[src/rtl/mips_mc_pkg.sv]
// rtl/mips_mc_pkg.sv - shared encodings, FSM states and ALU ops for the mips_mc core
package mips_mc_pkg;

   localparam logic [5:0] OP_RTYPE = 6'h00;
   localparam logic [5:0] OP_J     = 6'h02;
   localparam logic [5:0] OP_BEQ   = 6'h04;
   localparam logic [5:0] OP_ORI   = 6'h0D;
   localparam logic [5:0] OP_LUI   = 6'h0F;
   localparam logic [5:0] OP_LW    = 6'h23;
   localparam logic [5:0] OP_SW    = 6'h2B;

   localparam logic [5:0] FN_ADDU  = 6'h21;
   localparam logic [5:0] FN_SUBU  = 6'h23;

   typedef enum logic [2:0] {FETCH, DECODE, EXE, MEM, WB, TRAP} state_t;

   typedef enum logic [1:0] {ALU_ADD, ALU_SUB, ALU_OR, ALU_LUI} alu_op_t;

   function automatic logic [31:0] sext16(input logic [15:0] v);
      return {{16{v[15]}}, v};
   endfunction

endpackage

[src/rtl/mips_mc_rf.sv]
// rtl/mips_mc_rf.sv - 32x32 register file, two async read ports, one sync write port
// Register 0 is hardwired to zero on read and never written.
module mips_mc_rf (
   input  logic        clk,
   input  logic        rst,
   input  logic [4:0]  ra1,
   input  logic [4:0]  ra2,
   output logic [31:0] rd1,
   output logic [31:0] rd2,
   input  logic        we,
   input  logic [4:0]  wa,
   input  logic [31:0] wd
);
   logic [31:0] regs [32];

   always_ff @(posedge clk or negedge rst) begin
      if (!rst) begin
         for (int i = 0; i < 32; i++) regs[i] <= '0;
      end else if (we && wa != 5'd0) begin
         regs[wa] <= wd;
      end
   end

   assign rd1 = (ra1 == 5'd0) ? 32'h0 : regs[ra1];
   assign rd2 = (ra2 == 5'd0) ? 32'h0 : regs[ra2];

endmodule

[src/rtl/mips_mc.sv]
// rtl/mips_mc.sv - multi-cycle MIPS subset core sharing one memory port for fetch and data
// Optional retire trace port enabled by defining MIPS_MC_TRACE_EN.
module mips_mc
   import mips_mc_pkg::*;
#(
   parameter int          ADDR_W   = 12,
   parameter logic [31:0] RESET_PC = 32'h0000_0000
) (
   input  logic              clk,
   input  logic              rst,
   output logic              mem_req,
   output logic              mem_we,
   output logic [ADDR_W-1:0] mem_addr,
   output logic [31:0]       mem_wdata,
   input  logic [31:0]       mem_rdata,
   input  logic              mem_ack,
   output logic [31:0]       pc,
   output logic              err
`ifdef MIPS_MC_TRACE_EN
   ,
   output logic              tr_valid,
   output logic [31:0]       tr_pc,
   output logic [31:0]       tr_instr
`endif
);
   state_t      state;
   alu_op_t     alu_op;
   logic [31:0] ir, a, b, result;
   logic [31:0] rd1, rd2, simm, pc4, npc, ea, alu_y;
   logic [5:0]  opcode, funct;
   logic [4:0]  rs, rt, rd;
   logic [15:0] imm;
   logic        legal, is_r, is_lw, is_sw, is_beq, is_j, retire, rf_we;
   logic        unused;

   assign opcode = ir[31:26];
   assign rs     = ir[25:21];
   assign rt     = ir[20:16];
   assign rd     = ir[15:11];
   assign funct  = ir[5:0];
   assign imm    = ir[15:0];
   assign simm   = sext16(imm);
   assign is_r   = (opcode == OP_RTYPE);
   assign is_lw  = (opcode == OP_LW);
   assign is_sw  = (opcode == OP_SW);
   assign is_beq = (opcode == OP_BEQ);
   assign is_j   = (opcode == OP_J);
   assign pc4    = pc + 32'd4;
   assign ea     = a + simm;
   assign unused = ^{ir[10:6], ea[31:ADDR_W]};

   always_comb begin
      legal  = 1'b1;
      alu_op = ALU_ADD;
      case (opcode)
         OP_RTYPE: begin
            if (funct == FN_ADDU)      alu_op = ALU_ADD;
            else if (funct == FN_SUBU) alu_op = ALU_SUB;
            else                       legal  = 1'b0;
         end
         OP_ORI:                     alu_op = ALU_OR;
         OP_LUI:                     alu_op = ALU_LUI;
         OP_LW, OP_SW, OP_BEQ, OP_J: alu_op = ALU_ADD;
         default:                    legal  = 1'b0;
      endcase
   end

   always_comb begin
      case (alu_op)
         ALU_ADD: alu_y = a + b;
         ALU_SUB: alu_y = a - b;
         ALU_OR:  alu_y = a | {16'h0, imm};
         default: alu_y = {imm, 16'h0};
      endcase
   end

   always_comb begin
      npc = pc4;
      if (is_j)                 npc = {pc4[31:28], ir[25:0], 2'b00};
      else if (is_beq && a == b) npc = pc4 + {simm[29:0], 2'b00};
   end

   // Final state of each instruction class; next fetch request starts on the same edge.
   assign retire = (state == WB)
                || (state == EXE && (is_beq || is_j))
                || (state == MEM && mem_ack && is_sw);
   assign rf_we  = (state == WB);

   mips_mc_rf u_rf (
      .clk (clk),
      .rst (rst),
      .ra1 (rs),
      .ra2 (rt),
      .rd1 (rd1),
      .rd2 (rd2),
      .we  (rf_we),
      .wa  (is_r ? rd : rt),
      .wd  (result)
   );

   always_ff @(posedge clk or negedge rst) begin
      if (!rst) begin
         state     <= FETCH;
         pc        <= RESET_PC;
         err       <= 1'b0;
         mem_req   <= 1'b0;
         mem_we    <= 1'b0;
         mem_addr  <= '0;
         mem_wdata <= '0;
         ir        <= '0;
         a         <= '0;
         b         <= '0;
         result    <= '0;
      end else begin
         case (state)
            FETCH: begin
               if (!mem_req) begin
                  mem_req  <= 1'b1;
                  mem_we   <= 1'b0;
                  mem_addr <= {pc[ADDR_W-1:2], 2'b00};
               end else if (mem_ack) begin
                  ir      <= mem_rdata;
                  mem_req <= 1'b0;
                  state   <= DECODE;
               end
            end
            DECODE: begin
               if (!legal) begin
                  err   <= 1'b1;
                  state <= TRAP;
               end else begin
                  a     <= rd1;
                  b     <= rd2;
                  state <= EXE;
               end
            end
            EXE: begin
               if (is_lw || is_sw) begin
                  if (ea[1:0] != 2'b00) begin
                     err   <= 1'b1;
                     state <= TRAP;
                  end else begin
                     mem_req   <= 1'b1;
                     mem_we    <= is_sw;
                     mem_addr  <= {ea[ADDR_W-1:2], 2'b00};
                     mem_wdata <= b;
                     state     <= MEM;
                  end
               end else if (!(is_beq || is_j)) begin
                  result <= alu_y;
                  state  <= WB;
               end
            end
            MEM: begin
               if (mem_ack) begin
                  mem_req <= 1'b0;
                  mem_we  <= 1'b0;
                  result  <= mem_rdata;
                  state   <= WB;
               end
            end
            default: ;
         endcase

         if (retire) begin
            pc       <= npc;
            state    <= FETCH;
            mem_req  <= 1'b1;
            mem_we   <= 1'b0;
            mem_addr <= {npc[ADDR_W-1:2], 2'b00};
         end
      end
   end

`ifdef MIPS_MC_TRACE_EN
   assign tr_valid = retire;
   assign tr_pc    = pc;
   assign tr_instr = ir;
`endif

endmodule

[config.mk]
export PLATFORM = sky130hd
export DESIGN_NAME = mips_mc
export DESIGN_NICKNAME = d
export VERILOG_FILES = /design/src/rtl/mips_mc_pkg.sv /design/src/rtl/mips_mc_rf.sv /design/src/rtl/mips_mc.sv
export SDC_FILE = /design/constraint.sdc
export NUM_CORES = 2
export LEC_CHECK = 0
export BUFFER_PORTS_ARGS = -buffer_cell sky130_fd_sc_hd__clkbuf_2
export CORE_ASPECT_RATIO = 0.8
export CORE_UTILIZATION = 31
export DETAILED_ROUTE_END_ITERATION = 7
export MAX_ROUTING_LAYER = met4
export PLACE_DENSITY = 0.51
export SLEW_MARGIN = 15
export SYNTH_ARGS = -nofsm -noshare
export SYNTH_HDL_FRONTEND = slang
export SYNTH_SLANG_ARGS = --single-unit
[constraint.sdc]
create_clock -name clk -period 9.1 [get_ports clk]
set_input_delay 0.455 -clock clk [delete_from_list [all_inputs] [get_ports clk]]
set_output_delay 0.455 -clock clk [all_outputs]
set_load 0.005 [all_outputs]
==> results.py <==
metrics = {
    "run_status": {
        "run_status": "completed",
    },
    "drt": {
        "drt-pass1-iter-count": 6,
        "vias": 49500,
        "wl_met1_um": 117000,
        "route.met2.wl_um": 112000,
        "routedWlPerCell_um": 30.1,
        "drt-total-wl_um": 256000,
        "vias_per_cell": 5.83,
        "dr_wl_met3_um": 18400,
        "drt_iter0_drc": 4768,
        "highest_layer": "met4",
        "route.detailed.drc": 0,
        "ant_nets": 0,
    },
    "cells_and_area": {
        "post_layout_nonfiller_instances": 8500,
        "fin_util_pct": 34.9,
        "fin_nets": 5565,
        "stdcell_area_mm2": 0.0781,
        "syn_to_final_growth_pct": 11.3,
        "drive_gt1_share_pct": 36.8,
        "mostFrequentLayoutCells": "1215 x dfrtp_1, 1066 x mux2_2, 448 x mux4_2",
        "final_common_cell": "dfrtp_1",
    },
    "pwr": {
        "internal_power_mw": 15.1,
        "pwr-share-clk_pct": 21.9,
        "p_sw_mw": 11.1,
        "power.density_mw_per_mm2": 336,
        "pwr-share-comb_pct": 43.7,
        "sw_frac_of_total_pct": 42.3,
        "power_frac_seq_pct": 34.3,
        "cellLeakagePower_nw": 34.9,
        "ir_drop_mv": 0.251,
    },
    "die": {
        "coreArea_mm2": 0.224,
        "die_h_um": 427,
        "row_count": 155,
        "die_area_mm2": 0.228,
        "die_x_um": 534,
        "initial_core_util_pct": 31.3,
        "pin_count": 114,
    },
    "timing": {
        "fin_tns_setup_ns": 0,
        "worst_slack_ns": 4.52,
        "finalHoldViolCount": 0,
        "finalMaxSlewViolations": 0,
        "period_needed_ns": 4.58,
        "setup_viol": 0,
        "worst_slew_pin_slew_ns": 1.28,
        "slew_headroom_pct": 14.5,
        "rsz0062_at_grt": "false",
        "fmax_mhz": 218,
        "skew_ns": 0.0437,
        "min_period_over_period_pct": 50.3,
    },
    "logic_synthesis": {
        "synth_edf_count": 0,
        "ys_seq_elements": 1230,
        "async_flop_share_pct": 100,
        "yosysWarningCount": 0,
        "synth_ff_type": "dfrtp_1",
        "seq_area_frac_synth_pct": 43.9,
        "synth_cell_type_count": 92,
        "syn_inst": 5562,
        "synth.avg_cell_area_um2": 12.6,
        "synth_area_mm2": 0.0701,
    },
    "critical_path": {
        "crit_start": "pc[4]$_DFFE_PN0P_",
        "start_kind": "flop",
        "crit_fanout": 7,
        "crit_end": "pc[31]$_DFFE_PN0P_",
        "required_ns": 9.79,
        "reg2reg_depth": 15,
        "cp-end-kind": "flop",
        "timing.rr.start": "pc[4]$_DFFE_PN0P_",
        "criticalPathCategory": "reg2reg",
        "cp.arrival_ns": 5.27,
        "worst-r2r-setup-slack_ns": 4.52,
        "r2r_end": "pc[31]$_DFFE_PN0P_",
    },
    "clock_tree": {
        "clk_latency_ns": 0.80,
        "cts_resized": 0,
        "clk_pin_slew_worst_paths_ns": 0.06,
        "cts-root-buf": "clkbuf_16",
        "cts_tree": "done",
        "post-cts-setup-buffers": 0,
        "hold_buffers": 21,
        "cts_made_buffers": 133,
        "htree_levels": 4,
        "cts_sinks": 1230,
        "clk_path_buf_depth": 3,
    },
    "grt": {
        "globalRoute.totalOverflow": 0,
        "grt_pass1_vias": 48900,
        "grt_usage_pct": 23.0,
        "grt_start_max_net_pins": 174,
        "grt_pass1_wl_um": 370000,
        "grt_antenna_before_repair": 10,
    },
    "place": {
        "postPlaceCellArea_mm2": 0.0733,
        "dp_slack_ns": 4.59,
        "io_buffers": 109,
        "hpwl_um": 152000,
        "place.gp.congestion": 0.913,
        "place_inst": 8232,
    },
    "worst_hold_path": {
        "hold_class": "in2reg",
    },
    "job": {
        "cap_violations": 0,
    },
}
-- power by group through the flow --
stage               registers (mW)  clock network, mW  logic, mW
finish                        8.99               5.75       11.5
global route                  9.18               6.08       12.2
CTS                           8.92               5.86       11.4
detailed placement            9.01                  0       11.3
global placement              8.93                  0       11.3
floorplan                     7.70                  0       8.50
-- how the worst min path moves through the flow --
stage	cells past startpoint	startpoint	slack (ns)	endpoint
detailed placement	0	u_rf.regs[1017]$_DFFE_PN0P_	0.38	u_rf.regs[1017]$_DFFE_PN0P_
global placement	0	u_rf.regs[1015]$_DFFE_PN0P_	0.38	u_rf.regs[1015]$_DFFE_PN0P_
finish	2	mem_rdata[17]	0.04	ir[17]$_DFFE_PN0P_
CTS	2	mem_rdata[10]	0.00004	ir[10]$_DFFE_PN0P_
floorplan	0	rst	0.16	a[0]$_DFFE_PN0P_
global route	2	mem_rdata[17]	0.01	ir[17]$_DFFE_PN0P_
-- cell families (layout without fill, tap and decap cells) --
group	Yosys count	in the layout	share of synthesized area, %
flops	1230	1230	43.9
xor+xnor	69	69	0.862
buf+inv	631	573	3.83
simple gates	701	701	4.59
fa+ha+maj	125	125	2.27
other cells	1	14	0.00535
compound gates	1031	1031	9.26
mux	1774	1774	35.3
-- critical path, cell delays in order, from the launching register on --
cell	delay, ns
dfrtp_1	0.46
and3_1	0.25
nand3_1	0.19
nor3_1	0.55
nand3_1	0.38
nor3_1	0.60
xor2_1	0.16
ha_1	0.35
a21o_1	0.20
or3_1	0.34
o21ai_0	0.08
a21oi_1	0.07
xnor2_1	0.16
a311o_1	0.30
a21oi_1	0.22
xor2_1	0.17
-- metal layers --
| metal | up-vias | track usage (%) |
|---|---|---|
| li1 | 20700 | - |
| met1 | 26500 | 32.2 |
| met2 | 1941 | 33.4 |
| met3 | 386 | 4.23 |
| met4 | 0 | 7.23 |
| met5 | - | - |
-- cell usage after synthesis (all sizes together), types with 66 or more instances --
master | count | area share [%]
a21oi | 218 | 1.6
a221oi | 85 | 1.1
a22oi | 66 | 0.71
buf | 206 | 1.6
clkbuf | 325 | 1.7
dfrtp | 1230 | 44
ha | 121 | 2.2
inv | 99 | 0.53
mux2 | 1092 | 18
mux2i | 234 | 3.4
mux4 | 448 | 14
nand2 | 256 | 1.4
nor2 | 214 | 1.2
o21ai | 369 | 2.6
-- through the flow --
stage | total power, mW | hold WS, ns
global route | 27.5 | 0.0116
global placement | 20.2 | 0.380
floorplan | 16.2 | 0.159
finish | 26.2 | 0.0410
CTS | 26.2 | 0.0000441
detailed placement | 20.3 | 0.384
-- cell type report --
| type | count | area [µm²] |
|---|---|---|
| Tap cell | 2983 | 3730 |
| Antenna cell | 10 | 25.0 |
| Timing Repair Buffer | 236 | 1690 |
| Fill cell | 21800 | 146000 |
| Sequential cell | 1230 | 30800 |
| Inverter | 100 | 379 |
| Clock inverter | 45 | 618 |
| Clock buffer | 192 | 3930 |
| Multi-Input combinational cell | 3704 | 36900 |
-- state kept, by name (all words and copies together) (netlist names), 3 cells and up --
register   cells
u_rf.regs   1024
a             32
b             32
ir            32
mem_wdata     32
result        32
pc            30
mem_addr      10
state          3
No activity file was read; power rests on OpenSTA's default activity.
